`src/rtl/shift_pkg.sv`:
```
// Shared constants, request payload and FSM encoding for the shift issue stage.
package shift_pkg;

    localparam int unsigned DATA_W     = 32;
    localparam int unsigned AMT_W      = 32;
    localparam int unsigned CNT_W      = 4;
    localparam int unsigned FIFO_DEPTH = 2;
    localparam int unsigned FIFO_CNT_W = 2;

    localparam logic SHIFT_RIGHT = 1'b0;
    localparam logic SHIFT_LEFT  = 1'b1;

    typedef enum logic {
        ST_IDLE   = 1'b0,
        ST_SETTLE = 1'b1
    } state_e;

    typedef struct packed {
        logic              dir;
        logic [AMT_W-1:0]  amt;
        logic [DATA_W-1:0] data;
    } shift_req_t;

    // Result of a shift whose amount is at least the data width.
    function automatic logic [DATA_W-1:0] clamp_result(input logic dir, input logic [DATA_W-1:0] data);
        return (dir == SHIFT_LEFT) ? '0 : {DATA_W{data[DATA_W-1]}};
    endfunction

endpackage

```
`src/rtl/shift_issue_stage_if.sv`:
```
// Request, shifter-side and result handshake signals of the shift issue stage.
interface shift_issue_stage_if;
    import shift_pkg::*;

    logic              in_valid;
    logic              in_ready;
    logic              in_dir;
    logic [AMT_W-1:0]  in_amt;
    logic [DATA_W-1:0] in_data;
    logic              shf_dir;
    logic [AMT_W-1:0]  shf_amt;
    logic [DATA_W-1:0] shf_din;
    logic [DATA_W-1:0] shf_dout;
    logic              out_valid;
    logic              out_ready;
    logic [DATA_W-1:0] out_data;
    logic              busy;

    modport slave (
        input  in_valid, in_dir, in_amt, in_data, shf_dout, out_ready,
        output in_ready, shf_dir, shf_amt, shf_din, out_valid, out_data, busy
    );

    modport master (
        output in_valid, in_dir, in_amt, in_data, shf_dout, out_ready,
        input  in_ready, shf_dir, shf_amt, shf_din, out_valid, out_data, busy
    );

endinterface

```
`src/rtl/shift_result_fifo.sv`:
```
// Two-entry result buffer with wrapping pointers; empty head reads as zero.
module shift_result_fifo
    import shift_pkg::*;
(
    input  logic                  clk_i,
    input  logic                  rst_i,
    input  logic                  push_i,
    input  logic [DATA_W-1:0]     push_data_i,
    input  logic                  pop_i,
    output logic [FIFO_CNT_W-1:0] count_o,
    output logic                  valid_o,
    output logic [DATA_W-1:0]     data_o
);

    logic [DATA_W-1:0]     mem_q [FIFO_DEPTH];
    logic                  wr_ptr_q;
    logic                  rd_ptr_q;
    logic [FIFO_CNT_W-1:0] count_q;
    logic                  do_pop;

    assign do_pop  = pop_i && (count_q != '0);
    assign count_o = count_q;
    assign valid_o = (count_q != '0);
    assign data_o  = valid_o ? mem_q[rd_ptr_q] : '0;

    always_ff @(posedge clk_i) begin
        if (rst_i) begin
            for (int i = 0; i < FIFO_DEPTH; i++) begin
                mem_q[i] <= '0;
            end
            wr_ptr_q <= 1'b0;
            rd_ptr_q <= 1'b0;
            count_q  <= '0;
        end else begin
            if (push_i) begin
                mem_q[wr_ptr_q] <= push_data_i;
                wr_ptr_q        <= ~wr_ptr_q;
            end
            if (do_pop) begin
                rd_ptr_q <= ~rd_ptr_q;
            end
            if (push_i && !do_pop) begin
                count_q <= count_q + FIFO_CNT_W'(1);
            end else if (!push_i && do_pop) begin
                count_q <= count_q - FIFO_CNT_W'(1);
            end
        end
    end

endmodule

```
`src/rtl/shift_issue_stage.sv`:
```
// Holds shift operands on the shifter for SETTLE_CYCLES, then captures the result.
// Optional SHIFT_ISSUE_CLAMP_EN: amounts >= 32 bypass the shifter with a local result.
module shift_issue_stage
    import shift_pkg::*;
#(
    parameter int unsigned SETTLE_CYCLES = 1
) (
    input  logic               clk_i,
    input  logic               rst_i,
    shift_issue_stage_if.slave sif
);

    state_e                state_q;
    logic [CNT_W-1:0]      settle_cnt_q;
    shift_req_t            shf_q;
    logic [FIFO_CNT_W-1:0] fifo_count;
    logic                  fifo_valid;
    logic [DATA_W-1:0]     fifo_data;
    logic [DATA_W-1:0]     push_data;
    logic [AMT_W-1:0]      amt_d;
    logic                  clamp_d;
    logic                  clamp_q;
    logic                  in_ready_c;
    logic                  accept;
    logic                  capture;
    logic                  pop;

    assign in_ready_c = (state_q == ST_IDLE) && (fifo_count < FIFO_CNT_W'(FIFO_DEPTH));
    assign accept     = in_ready_c && sif.in_valid;
    assign capture    = (state_q == ST_SETTLE) && (settle_cnt_q == '0);
    assign pop        = fifo_valid && sif.out_ready;

    // Amount presented to the shifter and source of the captured result.
    always_comb begin
        clamp_d   = 1'b0;
        amt_d     = sif.in_amt & AMT_W'(DATA_W - 1);
        push_data = sif.shf_dout;
`ifdef SHIFT_ISSUE_CLAMP_EN
        clamp_d = (sif.in_amt >= AMT_W'(DATA_W));
        if (clamp_d) begin
            amt_d = AMT_W'(DATA_W);
        end
        if (clamp_q) begin
            push_data = clamp_result(shf_q.dir, shf_q.data);
        end
`endif
    end

    always_ff @(posedge clk_i) begin
        if (rst_i) begin
            state_q      <= ST_IDLE;
            settle_cnt_q <= '0;
            shf_q        <= '0;
            clamp_q      <= 1'b0;
        end else begin
            case (state_q)
                ST_IDLE: begin
                    if (accept) begin
                        shf_q        <= '{dir: sif.in_dir, amt: amt_d, data: sif.in_data};
                        clamp_q      <= clamp_d;
                        settle_cnt_q <= CNT_W'(SETTLE_CYCLES - 1);
                        state_q      <= ST_SETTLE;
                    end
                end
                ST_SETTLE: begin
                    if (settle_cnt_q != '0) begin
                        settle_cnt_q <= settle_cnt_q - CNT_W'(1);
                    end else begin
                        state_q <= ST_IDLE;
                    end
                end
                default: state_q <= ST_IDLE;
            endcase
        end
    end

    shift_result_fifo u_fifo (
        .clk_i       (clk_i),
        .rst_i       (rst_i),
        .push_i      (capture),
        .push_data_i (push_data),
        .pop_i       (pop),
        .count_o     (fifo_count),
        .valid_o     (fifo_valid),
        .data_o      (fifo_data)
    );

    assign sif.in_ready  = in_ready_c;
    assign sif.shf_dir   = shf_q.dir;
    assign sif.shf_amt   = shf_q.amt;
    assign sif.shf_din   = shf_q.data;
    assign sif.out_valid = fifo_valid;
    assign sif.out_data  = fifo_data;
    assign sif.busy      = (state_q == ST_SETTLE) || fifo_valid;

endmodule

```
`src/flat_wrapper.sv`:
```
// flat-port wrapper written by rule: the top's interface ports become plain ports
module shift_issue_stage_flat import shift_pkg::*;
#(
    parameter int unsigned SETTLE_CYCLES = 1
)
  (clk_i, rst_i, sif_in_valid, sif_in_dir, sif_in_amt, sif_in_data, sif_shf_dout, sif_out_ready, sif_in_ready, sif_shf_dir, sif_shf_amt, sif_shf_din, sif_out_valid, sif_out_data, sif_busy);
  shift_issue_stage_if sif_i ();
  input  logic clk_i;
  input  logic rst_i;
  input wire logic [$bits(sif_i.in_valid)-1:0] sif_in_valid;
  input wire logic [$bits(sif_i.in_dir)-1:0] sif_in_dir;
  input wire logic [$bits(sif_i.in_amt)-1:0] sif_in_amt;
  input wire logic [$bits(sif_i.in_data)-1:0] sif_in_data;
  input wire logic [$bits(sif_i.shf_dout)-1:0] sif_shf_dout;
  input wire logic [$bits(sif_i.out_ready)-1:0] sif_out_ready;
  output wire logic [$bits(sif_i.in_ready)-1:0] sif_in_ready;
  output wire logic [$bits(sif_i.shf_dir)-1:0] sif_shf_dir;
  output wire logic [$bits(sif_i.shf_amt)-1:0] sif_shf_amt;
  output wire logic [$bits(sif_i.shf_din)-1:0] sif_shf_din;
  output wire logic [$bits(sif_i.out_valid)-1:0] sif_out_valid;
  output wire logic [$bits(sif_i.out_data)-1:0] sif_out_data;
  output wire logic [$bits(sif_i.busy)-1:0] sif_busy;
  assign sif_i.in_valid = sif_in_valid;
  assign sif_i.in_dir = sif_in_dir;
  assign sif_i.in_amt = sif_in_amt;
  assign sif_i.in_data = sif_in_data;
  assign sif_i.shf_dout = sif_shf_dout;
  assign sif_i.out_ready = sif_out_ready;
  assign sif_in_ready = sif_i.in_ready;
  assign sif_shf_dir = sif_i.shf_dir;
  assign sif_shf_amt = sif_i.shf_amt;
  assign sif_shf_din = sif_i.shf_din;
  assign sif_out_valid = sif_i.out_valid;
  assign sif_out_data = sif_i.out_data;
  assign sif_busy = sif_i.busy;
  shift_issue_stage #(.SETTLE_CYCLES(SETTLE_CYCLES)) u_core (.clk_i(clk_i), .rst_i(rst_i), .sif(sif_i));
endmodule
```
`config.mk`:
```
export PLATFORM = sky130hd
export DESIGN_NAME = shift_issue_stage_flat
export DESIGN_NICKNAME = d
export VERILOG_FILES = /design/src/rtl/shift_pkg.sv /design/src/rtl/shift_issue_stage_if.sv /design/src/rtl/shift_result_fifo.sv /design/src/rtl/shift_issue_stage.sv /design/src/flat_wrapper.sv
export SDC_FILE = /design/constraint.sdc
export NUM_CORES = 1
export LEC_CHECK = 0
export CAP_MARGIN = 20
export CORE_ASPECT_RATIO = 1.75
export CORE_MARGIN = 4
export CORE_UTILIZATION = 45
export CTS_BUF_LIST = sky130_fd_sc_hd__clkbuf_8
export DETAILED_ROUTE_END_ITERATION = 12
export HOLD_SLACK_MARGIN = 0.08
export MAX_ROUTING_LAYER = met4
export PLACE_DENSITY = 0.91
export SLEW_MARGIN = 20
export SYNTH_ARGS = -nofsm -noshare
export SYNTH_HDL_FRONTEND = slang
export SYNTH_SLANG_ARGS = --single-unit
```
`constraint.sdc`:
```
create_clock -name clk_i -period 4.3 [get_ports clk_i]
set_clock_uncertainty 0.2 [all_clocks]
set_input_delay 0.43 -clock clk_i [delete_from_list [all_inputs] [get_ports clk_i]]
set_output_delay 0.43 -clock clk_i [all_outputs]
set_load 0.02 [all_outputs]
```
# Word-level counts from Yosys, hierarchy flattened
# Memory sizes are Yosys's and may differ from the RTL's. A register that Yosys moved wholly into a read port is not among the register bits.
# Cells that the tools add are included.
dict set report totals {
  ff_bits 47
  ramBits 64
  in_bits 101
  out_inout_bits 100
  elab_cells 54
  mem_count 1
}
dict set report classes {
  addsub 3
  n_lt_le_gt_ge 1
  n_eq_ne 2
  muxes 19
  bitwise_logic 3
  n_reduce_logical 17
}
# memory depth width read_ports rd_ports_with_merged_regs write_ports line_no
set memory_table {}
lappend memory_table {u_core.u_fifo.mem_q 2 32 1 1 2 shift_result_fifo.sv:15} ;# logic [DATA_W-1:0] mem_q [FIFO_DEPTH];
# op count
set ops {}
lappend ops {{2-to-1 mux 32 bit} 2}
lappend ops {{OR reduction 32 bit} 1}
lappend ops {{2-to-1 mux 1 bit} 11}
lappend ops {{2-to-1 mux 4 bit} 2}
lappend ops {{case mux 4 bit (2 select lines)} 1}
lappend ops {{logical AND 1 bit} 7}
lappend ops {{logical NOT 4 bit} 1}
lappend ops {{2-to-1 mux 2 bit} 2}
lappend ops {{AND reduction 2 bit} 2}
lappend ops {{nonzero test 2 bit} 2}
lappend ops {{nonzero test 4 bit} 1}
lappend ops {{subtractor 4 x 1 -> 4 bit, second input constant} 1}
lappend ops {{NOT 1 bit} 3}
lappend ops {{adder 2 x 1 -> 2 bit, second input constant} 1}
lappend ops {{logical NOT 1 bit} 2}
lappend ops {{less-than comparator 2 bit, second input constant} 1}
lappend ops {{inequality test 2 x 1 -> 1 bit, second input constant} 1}
lappend ops {{inequality test 2 bit, second input constant} 1}
lappend ops {{case mux 1 bit (2 select lines)} 1}
lappend ops {{subtractor 2 x 1 -> 2 bit, second input constant} 1}
lappend ops {{logical OR 1 bit} 1}

# Longest topological paths before layout
# Gate-level depths: netlist (run 1).
dict set report depth {
  word_depth 7
  depth_mapped 8
}

# Cells and area by module
# From an unflattened synthesis (run 1), not the netlist that was laid out.
dict set report hier_totals {
  hier_cells 490
  hier_area_um2 4889.7
}
# module instances cells_each area_per_inst_um2
set by_module_without_submodules {}
lappend by_module_without_submodules {shift_result_fifo 1 266 3106.7}
lappend by_module_without_submodules {shift_issue_stage 1 224 1783.0}

# Worst setup path after synthesis (run 1)
# Ideal clock, no wire load.
dict set report synth_timing {
  kind {register to register}
  from {reg u_core.settle_cnt_q[0]}
  to {mem u_core.u_fifo.mem_q[0][0] (enable)}
  setup_time_ns 0.466
  t_arrival_ns 3.124
  required_ns 3.634
  slack_ns 0.510
  stages_incl_launch_ff 5
  synth_period_minus_slack_ns 3.790
  cell_sequence {dfxtp_1 -> inv_1 -> ha_1 -> nand4bb_4 -> o21ai_0}
}
# item line_no
set synth_rtl {}
lappend synth_rtl {{start, declared} shift_issue_stage.sv:14} ;# logic [CNT_W-1:0] settle_cnt_q;
lappend synth_rtl {{start signal, assigned} shift_issue_stage.sv:61} ;# settle_cnt_q <= CNT_W'(SETTLE_CYCLES - 1);
lappend synth_rtl {{start signal, assigned} shift_issue_stage.sv:67} ;# settle_cnt_q <= settle_cnt_q - CNT_W'(1);
lappend synth_rtl {{end, declared} shift_result_fifo.sv:15}

==> flow_summary_export.csv, run 1 <==
group,metric,value,unit
finish,area_growth,32.21,%
timing,timing.slew.headroom,0.3111,
die,die_area,12780,um^2
logic_synthesis,synthTopCellsByArea,"edfxtp_1 (39%), dfxtp_1 (19%), mux2i_1 (6.7%), nand2_1 (5.9%), and2_1 (5.3%)",
logic_synthesis,synthFlopType,"edfxtp_1",
timing,tns,0,ps
clock_network,cts_setup_buffers,0,
timing,drv_slew,0,
place,pre_cts_ws,976.7,ps
global_routing,antenna_found_initial,0,
die,start_util,0.4615,
hold_path,hold_path_class,"flop to flop",
die,core_area,10700,um^2
logic_synthesis,async_flop_share,0,
timing,finalCriticalPeriod,3017,ps
setup_path,path_class,"flop to output pin",
clock_network,clkSinkCount,112,
finish,fillers,824,
place,hpwl,7628,um
logic_synthesis,syn_inst,457,
global_routing,grt_pass1_wl,16870,um
setup_path,crit_arrival,2390,ps
die,die_y,146.6,um
power,leakagePower,2.438,nW
finish,antenna_cells,0,
logic_synthesis,yosysTopAreaCellShare,0.3893,
power,ir_drop,0.3133,mV
clock_network,htree_levels,3,
finish,layout-drive-gt1-share,0.08094,
flow_run,maxCapViolCount,0,
timing,final_hold_viol_count,0,
place,portBuffers,146,
clock_network,numCtsBuffers,9,
clock_network,clkTransAtPathRegs,100,ps
clock_network,clkLatencyLatePin,350,ps
drt,post-route-drc-count,0,
global_routing,grt_pass1_vias,3562,
logic_synthesis,yosysMostFrequentCell,"nand2_1",
die,ios,201,
setup_path,cp_data_required_time,3670,ps
timing,setup_viol,0,
logic_synthesis,synth.distinct_cells,34,
place,place_congestion,0.7020,
logic_synthesis,ys_seq_elements,112,
drt,drt_iter0_markers,96,
die,die_w,87.18,um
logic_synthesis,syn_avg_cell_area,10.80,um^2
logic_synthesis,yosysSeqAreaShare,0.5839,
drt,ant_nets,0,
logic_synthesis,synth_warnings,0,
clock_network,cts_hold_buf,0,
finish,fin_nets,691,
setup_path,worstRegToRegCells,5,
timing,post-route-period-util,0.7016,
setup_path,end_kind,"output pin",
drt,drt_wl_total,10600,um
logic_synthesis,syn-cell-area,4937,um^2
global_routing,grt_start_max_net_pins,53,
logic_synthesis,synth_common_cells,"nand2_1 (77), edfxtp_1 (64), dfxtp_1 (48)",
logic_synthesis,yosysTopAreaCell,"edfxtp_1",
die,rows,50,
drt,drt_pass1_iterations,4,
global_routing,grt_usage,0.1748,
logic_synthesis,synth-edff-count,64,
clock_network,clockBufferDepth,2,
timing,setup_ws,1283,ps
power,power,0.003109,W
timing,fmax,0.3315,GHz
clock_network,cts_tree,"yes",
status,status,"complete, no violations",
timing,worst_pin_slew,1033,ps
global_routing,grt-ovfl-total,0,
clock_network,cts_root_buf,"clkbuf_8",
hold_path,hold_path_depth,2,
setup_path,startpoint_type,"flop",
timing,rsz0062_at_grt,"false",
drt,routed-via-count,3517,
drt,viasPerCell,4.864,
power,power_density,476.4,nW/um^2
clock_network,cts_resized,0,
finish,fin_util,0.6102,
drt,wl_per_cell,14.66,um
setup_path,crit_fanout,32,
[sequential cells by signal, summed over array words and instances (netlist names), named ones only]
name,flops
u_core.u_fifo.mem_q,64
u_core.sif.shf_din,32
u_core.sif.shf_amt,5
u_core.settle_cnt_q,4
u_core.u_fifo.count_o,2
u_core.sif.shf_dir,1
u_core.state_q,1
u_core.u_fifo.rd_ptr_q,1
u_core.u_fifo.wr_ptr_q,1
[cells by family (layout without fill, tap and decap cells)]
family                   after synthesis  in the layout  share of synthesized area
AND/OR/NAND/NOR                      196            196                     0.2071
XOR/XNOR                               4              4                   0.007095
flip-flops                           112            112                     0.5839
AO/OA/AOI/OAI                         47             47                    0.05018
adder cells (fa/ha/maj)                2              2                   0.005068
multiplexers                          33             33                    0.06690
buffers and inverters                 62            172                    0.07907
other                                  1             27                  0.0007595
[worst max-delay path, stage by stage (launching register included)]
cell             delay (ps)
dfxtp_2                1010
mux2i_1                 180
nor2_1                  170
clkdlybuf4s50_1         630
[layer usage]
metal | vias up | share of wire | GRT usage
li1 | 1725 | - | -
met1 | 1623 | 0.36 | 0.1757
met2 | 145 | 0.53 | 0.3078
met3 | 24 | 0.081 | 0.04461
met4 | 0 | 0.028 | 0.08141
met5 | - | 0 | -
[final cells by class]
cell class | count | area (um^2) | area share
Sequential cell | 112 | 2884 | 0.4418
Multi-Input combinational cell | 309 | 1787 | 0.2737
Timing Repair Buffer | 150 | 1514 | 0.2319
Tap cell | 130 | 162.7 | 0.02492
Clock buffer | 9 | 123.9 | 0.01898
Clock inverter | 7 | 33.78 | 0.005175
Inverter | 6 | 22.52 | 0.003450
[final timing paths]
| kind | to | slack, ps | from |
|---|---|---|---|
| max reg2reg | u_core.u_fifo.mem_q[1][12] | 1580 | u_core.settle_cnt_q[0] |
| max | sif_out_data[2] | 1280 | flop |
| min | u_core.sif.shf_din[8] | 260 | u_core.sif.shf_din[8] |
| min reg2reg | u_core.sif.shf_din[8] | 260 | u_core.sif.shf_din[8] |
[power by group]
part           total [W]  leakage, nW  switching [W]  internal, W
clock network   0.000527       0.0879       0.000326     0.000201
logic            0.00118         1.29       0.000637     0.000544
registers        0.00140         1.06       0.000133      0.00127
total            0.00311         2.44        0.00110      0.00201
[stage by stage]
step           hold slack (ps)  std cells  area (um^2)
6_report                 256.4        723         6528
3_3_place_gp             241.2        705         6327
4_1_cts                  259.4        721         6485
3_5_place_dp             245.8        705         6327
5_1_grt                  274.6        723         6528
2_1_floorplan            266.8        483         5035
[cells in the final DEF, fill, tap and decap left out, types with 2 or more instances in the layout]
cell type | synthesis | routed
or3_1 | 3 | 3
clkbuf_8 | 0 | 9
mux2i_1 | 33 | 33
clkinvlp_4 | 0 | 2
nor3b_4 | 1 | 2
xor2_1 | 4 | 4
inv_1 | 6 | 10
clkdlybuf4s50_1 | 0 | 145
o21ai_0 | 3 | 2
nor2_1 | 39 | 38
dfxtp_1 | 48 | 47
conb_1 | 1 | 27
nand2_1 | 77 | 77
buf_4 | 27 | 2
ha_1 | 2 | 2
a21oi_1 | 42 | 42
and2_1 | 42 | 42
nor3_1 | 2 | 2
and2_2 | 22 | 22
edfxtp_1 | 64 | 64
(Power assumes the default switching activity.)
==> run 2: changes to the inputs <==
CORE_UTILIZATION = 40   (was 45)
PLACE_DENSITY = 0.86   (was 0.91)
clock period = 2.6 ns   (was 4.3 ns; I/O delays follow)
==> run 2 against run 1 <==
- die area increased by 12%
- flip-flop and latch count did not move
- combinational power rose by 76%
- sequential share of layout area shrank 1.1 points
- register-to-register slack worse by 1000 ps
- non-clock buffer count is 8 higher
- worst setup slack got worse by 1100 ps
- highest routed layer unchanged
- final cell count increased by 5.9%
==> flow_summary_export.csv, run 2 (synthesis results as in run 1) <==
group,metric,value,unit
clock_network,clkSinkCount,112,
place,place_congestion,0.7917,
global_routing,grt_start_max_net_pins,48,
hold_path,hold_path_class,"input pin to flop",
flow_run,maxCapViolCount,0,
global_routing,grt_pass1_vias,3746,
setup_path,crit_fanout,33,
finish,final_cell_mix,"clkdlybuf4s50_1 (145), nand2_1 (77), edfxtp_1 (64), dfxtp_1 (47)",
clock_network,cts_hold_buf,1,
finish,antenna_cells,0,
die,ios,201,
finish,largest_register_ffs,64,
place,pre_cts_ws,524.0,ps
setup_path,end_kind,"output pin",
global_routing,grt-ovfl-total,0,
clock_network,numCtsBuffers,9,
setup_path,startpoint_type,"flop",
clock_network,clkLatencyLatePin,370,ps
timing,drv_slew,0,
finish,largest_register,"u_core.u_fifo.mem_q",
timing,tns,0,ps
timing,final_hold_viol_count,0,
setup_path,slowest_stage,"clkdlybuf4s50_1",
finish,final_common_cell,"clkdlybuf4s50_1",
status,status,"complete, no violations",
die,start_util,0.4091,
clock_network,cts_resized,0,
drt,routed-via-count,3578,
drt,drt_wl_total,11310,um
drt,wl_per_cell,14.76,um
place,portBuffers,146,
setup_path,crit_chain,"nor2_2 > buf_4 > nor2_1 > clkdlybuf4s50_1",
drt,drt_pass1_iterations,5,
setup_path,worst-path-buf-inv,2,
die,rows,53,
global_routing,grt_usage,0.1637,
timing,rsz0062_at_grt,"false",
drt,viasPerCell,4.671,
place,placed_cells,749,
setup_path,max_stage_delay,630,ps
global_routing,grt_pass1_wl,17990,um
finish,fillers,1008,
finish,design_area,6690,um^2
drt,post-route-drc-count,0,
clock_network,cts_tree,"yes",
finish,register_area,2884,um^2
timing,post-route-period-util,0.9406,
setup_path,path_class,"flop to output pin",
drt,ant_nets,0,
finish,multi_input_area,1782,um^2
setup_path,cp_data_required_time,2140,ps
place,postPlaceCellArea,6459,um^2
global_routing,antenna_found_initial,0,
finish,fin_cells,766,
die,core_area,12070,um^2
drt,drt_iter0_markers,124,
clock_network,htree_levels,3,
power,power_density,814.2,nW/um^2
die,die_area,14250,um^2
finish,layout-drive-gt1-share,0.09651,
setup_path,worst_path_dominant_cell_family,"buffers and inverters",
clock_network,cts_setup_buffers,0,
clock_network,clockBufferDepth,2,
power,ir_drop,0.4662,mV
finish,area_growth,35.50,%
setup_path,crit_arrival,1990,ps
timing,finalCriticalPeriod,2446,ps
timing,fmax,0.4089,GHz
power,leakagePower,2.501,nW
place,hpwl,8212,um
timing,setup_ws,154.5,ps
timing,setup_viol,0,
die,die_w,91.99,um
die,die_y,155.0,um
clock_network,cts_root_buf,"clkbuf_8",
clock_network,clkTransAtPathRegs,100,ps
finish,fin_util,0.5543,
finish,fin_nets,699,
## run 2: cell types whose count changed in the layout (fill, tap and decap cells not counted), moves of 2 or more
cell       delta
buf_12        +2
inv_1         -2
bufinv_16     +2
buf_4         +7
## run 2: through the flow
step | total power, W | hold WS, ps
floorplan | 0.003495 | 196.0
global placement | 0.004294 | 242.4
detailed placement | 0.004365 | 249.9
CTS | 0.005513 | 206.7
global route | 0.005732 | 212.2
finish | 0.005447 | 227.7
## run 2: area by class of cell
class / count / share of cell area
inverter: 6 / 0.003366
clock inverter: 6 / 0.01253
tap: 165 / 0.03086
timing repair buffer: 158 / 0.2353
multi-input combinational: 309 / 0.2663
sequential: 112 / 0.4311
clock buffer: 10 / 0.02057
## run 2: worst register-to-register path, stage by stage (launching register included)
cell and delay (ps):
dfxtp_1 350, inv_1 70, ha_1 260, nand4bb_4 220, o21ai_4 180, buf_4 410
## run 2: metal layers
metal,GRT usage,part of all wire,vias up
met5,-,0,-
met4,0.06662,0.028,0
met3,0.04209,0.058,30
met2,0.3033,0.55,137
met1,0.1600,0.36,1674
li1,-,-,1737
## run 2: worst paths after layout
check / depth (start not counted) / slack, ps / from / to
setup reg to reg: 5 / 540 / u_core.settle_cnt_q[0] / u_core.u_fifo.mem_q[0][5]
setup / recovery: 4 / 150 / u_core.u_fifo.count_o[1] / sif_out_data[4]
hold / removal: 3 / 230 / sif_in_data[12] / u_core.sif.shf_din[12]
hold reg to reg: 2 / 260 / u_core.sif.shf_din[1] / u_core.sif.shf_din[1]
## run 2: power breakdown
group / internal [W] / switching, W / total (W)
sequential: 0.00210 / 0.000121 / 0.00222
combinational: 0.000934 / 0.00115 / 0.00208
clock: 0.000567 / 0.000582 / 0.00115
total: 0.00360 / 0.00185 / 0.00545
==> run 3: changes to the inputs <==
ABC_AREA = 1   (was unset)
PLACE_DENSITY = 0.87   (was 0.86)
==> run 3 against run 2 <==
- synthesized area shrank 1.6%
- first-iteration DRC count grew 25%
- via count grew 8.3%
- flip-flop and latch count is the same
==> flow_summary_export.csv, run 3 <==
group,metric,value,unit
setup_path,cp_data_required_time,2140,ps
setup_path,crit_fanout,21,
logic_synthesis,syn_inst,535,
finish,antenna_cells,0,
logic_synthesis,syn-cell-area,4858,um^2
place,hpwl,7950,um
clock_network,cts_tree,"yes",
clock_network,clkLatencyLatePin,360,ps
timing,fmax,0.4177,GHz
logic_synthesis,yosysTopAreaCellShare,0.3956,
finish,fillers,1029,
global_routing,antenna_found_initial,0,
die,ios,201,
global_routing,grt-ovfl-total,0,
logic_synthesis,synth-edff-count,64,
clock_network,numCtsBuffers,9,
logic_synthesis,yosysMostFrequentCell,"nor2_1",
power,switchingPower,0.002061,W
power,power,0.005813,W
logic_synthesis,synthTopCellsByArea,"edfxtp_1 (40%), dfxtp_1 (20%), nor2_1 (7.3%), nand2_1 (5.9%), o21ai_0 (4.5%)",
power,swShare,0.3546,
logic_synthesis,yosysTopAreaCell,"edfxtp_1",
hold_path,hold_path_class,"input pin to flop",
place,place_congestion,0.7892,
global_routing,grt_pass1_wl,18760,um
clock_network,clkSinkCount,112,
clock_network,cts_hold_buf,0,
timing,tns,0,ps
clock_network,cts_setup_buffers,0,
power,ir_drop,0.4472,mV
power,pwr-share-clk,0.213,
die,die_area,14040,um^2
drt,wl_per_cell,14.25,um
clock_network,clkTransAtPathRegs,100,ps
flow_run,maxCapViolCount,0,
timing,rsz0062_at_grt,"false",
global_routing,grt_usage,0.1729,
setup_path,startpoint_type,"flop",
status,status,"complete, no violations",
logic_synthesis,async_flop_share,0,
logic_synthesis,yosysSeqAreaShare,0.5934,
setup_path,worstRegToRegCells,11,
finish,layout-drive-gt1-share,0.08432,
finish,fin_util,0.5565,
drt,drt_pass1_iterations,6,
place,placed_cells,796,
die,start_util,0.4070,
power,leakagePower,2.617,nW
setup_path,end_kind,"output pin",
global_routing,grt_start_max_net_pins,47,
logic_synthesis,synthFlopType,"edfxtp_1",
finish,multi_input_area,1563,um^2
timing,setup_viol,0,
global_routing,grt_pass1_vias,3909,
logic_synthesis,synth_common_cells,"nor2_1 (94), nand2_1 (76), edfxtp_1 (64)",
clock_network,htree_levels,3,
drt,ant_nets,0,
finish,fin_cells,813,
finish,area_growth,36.72,%
finish,final_cell_mix,"clkdlybuf4s50_1 (146), nor2_1 (94), nand2_1 (76), edfxtp_1 (64), dfxtp_1 (48)",
drt,post-route-drc-count,0,
power,p_int,0.003752,W
die,die_w,91.31,um
hold_path,hold_path_depth,2,
place,portBuffers,146,
timing,post-route-period-util,0.9208,
power,p_seq_frac,0.400,
drt,drt_wl_total,11590,um
timing,hold_slack,282.3,ps
finish,largest_register_ffs,64,
drt,drt_iter0_markers,155,
timing,final_hold_viol_count,0,
power,power_density,875.1,nW/um^2
power,comb_power_share,0.388,
logic_synthesis,synth.distinct_cells,20,
die,rows,53,
clock_network,clockBufferDepth,2,
timing,drv_slew,0,
clock_network,cts_resized,0,
clock_network,cts_root_buf,"clkbuf_8",
die,core_area,11940,um^2
drt,viasPerCell,4.766,
finish,register_area,2883,um^2
logic_synthesis,synth_warnings,0,
setup_path,crit_arrival,1930,ps
drt,routed-via-count,3875,
timing,finalCriticalPeriod,2394,ps
die,die_y,153.8,um
setup_path,path_class,"flop to output pin",
logic_synthesis,ys_seq_elements,112,
finish,final_common_cell,"clkdlybuf4s50_1",
finish,fin_nets,774,
finish,largest_register,"u_core.u_fifo.mem_q",
logic_synthesis,syn_avg_cell_area,9.081,um^2
## run 3: area by class of cell
cell class,instances,share of cell area
inverters,43,0.02430
repair buffers,158,0.2441
flip-flops and latches,112,0.4340
clock buffers,9,0.01865
clock inverters,7,0.01789
multi-input cells,347,0.2353
well taps,137,0.02581
## run 3: final timing paths
path | start | to | slack, ps
setup reg to reg | u_core.settle_cnt_q[0] | u_core.u_fifo.count_o[1] | 290
hold / removal | rst_i | u_core.state_q | 280
hold reg to reg | u_core.u_fifo.rd_ptr_q | u_core.u_fifo.rd_ptr_q | 280
setup / recovery | flop | sif_out_data[5] | 210
## run 3: power by group through the flow
| stage | Sequential (W) | Clock, W | Combinational (W) |
|---|---|---|---|
| after floorplan | 0.00252 | 0 | 0.00113 |
| after global placement | 0.00235 | 0 | 0.00224 |
| after CTS | 0.00232 | 0.00127 | 0.00228 |
| after global routing | 0.00236 | 0.00133 | 0.00244 |
| final | 0.00232 | 0.00124 | 0.00225 |
| after detailed placement | 0.00236 | 0 | 0.00228 |
## run 3: routing by layer
metal	track usage	up-vias	part of all wire
li1	-	1948	-
met1	0.1746	1765	0.37
met2	0.3173	138	0.55
met3	0.03426	24	0.047
met4	0.07698	0	0.033
met5	-	-	0
## run 3: metrics by stage
step | cell area [um^2] | setup WS [ps]
after floorplan | 4960 | 212.1
final | 6643 | 206.0
after global routing | 6643 | 104.7
after CTS | 6615 | 160.6
after detailed placement | 6372 | 161.2
after global placement | 6372 | 228.2
## run 3: cells by family after synthesis
family	count (synthesis)	share of synthesized area
fa+ha+maj	2	0.005150
simple gates	233	0.2042
compound gates	85	0.08808
flops	112	0.5934
other cells	1	0.0007719
buf+inv	102	0.1084
## run 3: worst max-delay path, cell delays in order, from the launching register on
cell	delay, ps
dfxtp_1	360
buf_4	280
nand2_1	80
a21oi_1	210
clkdlybuf4s50_1	640
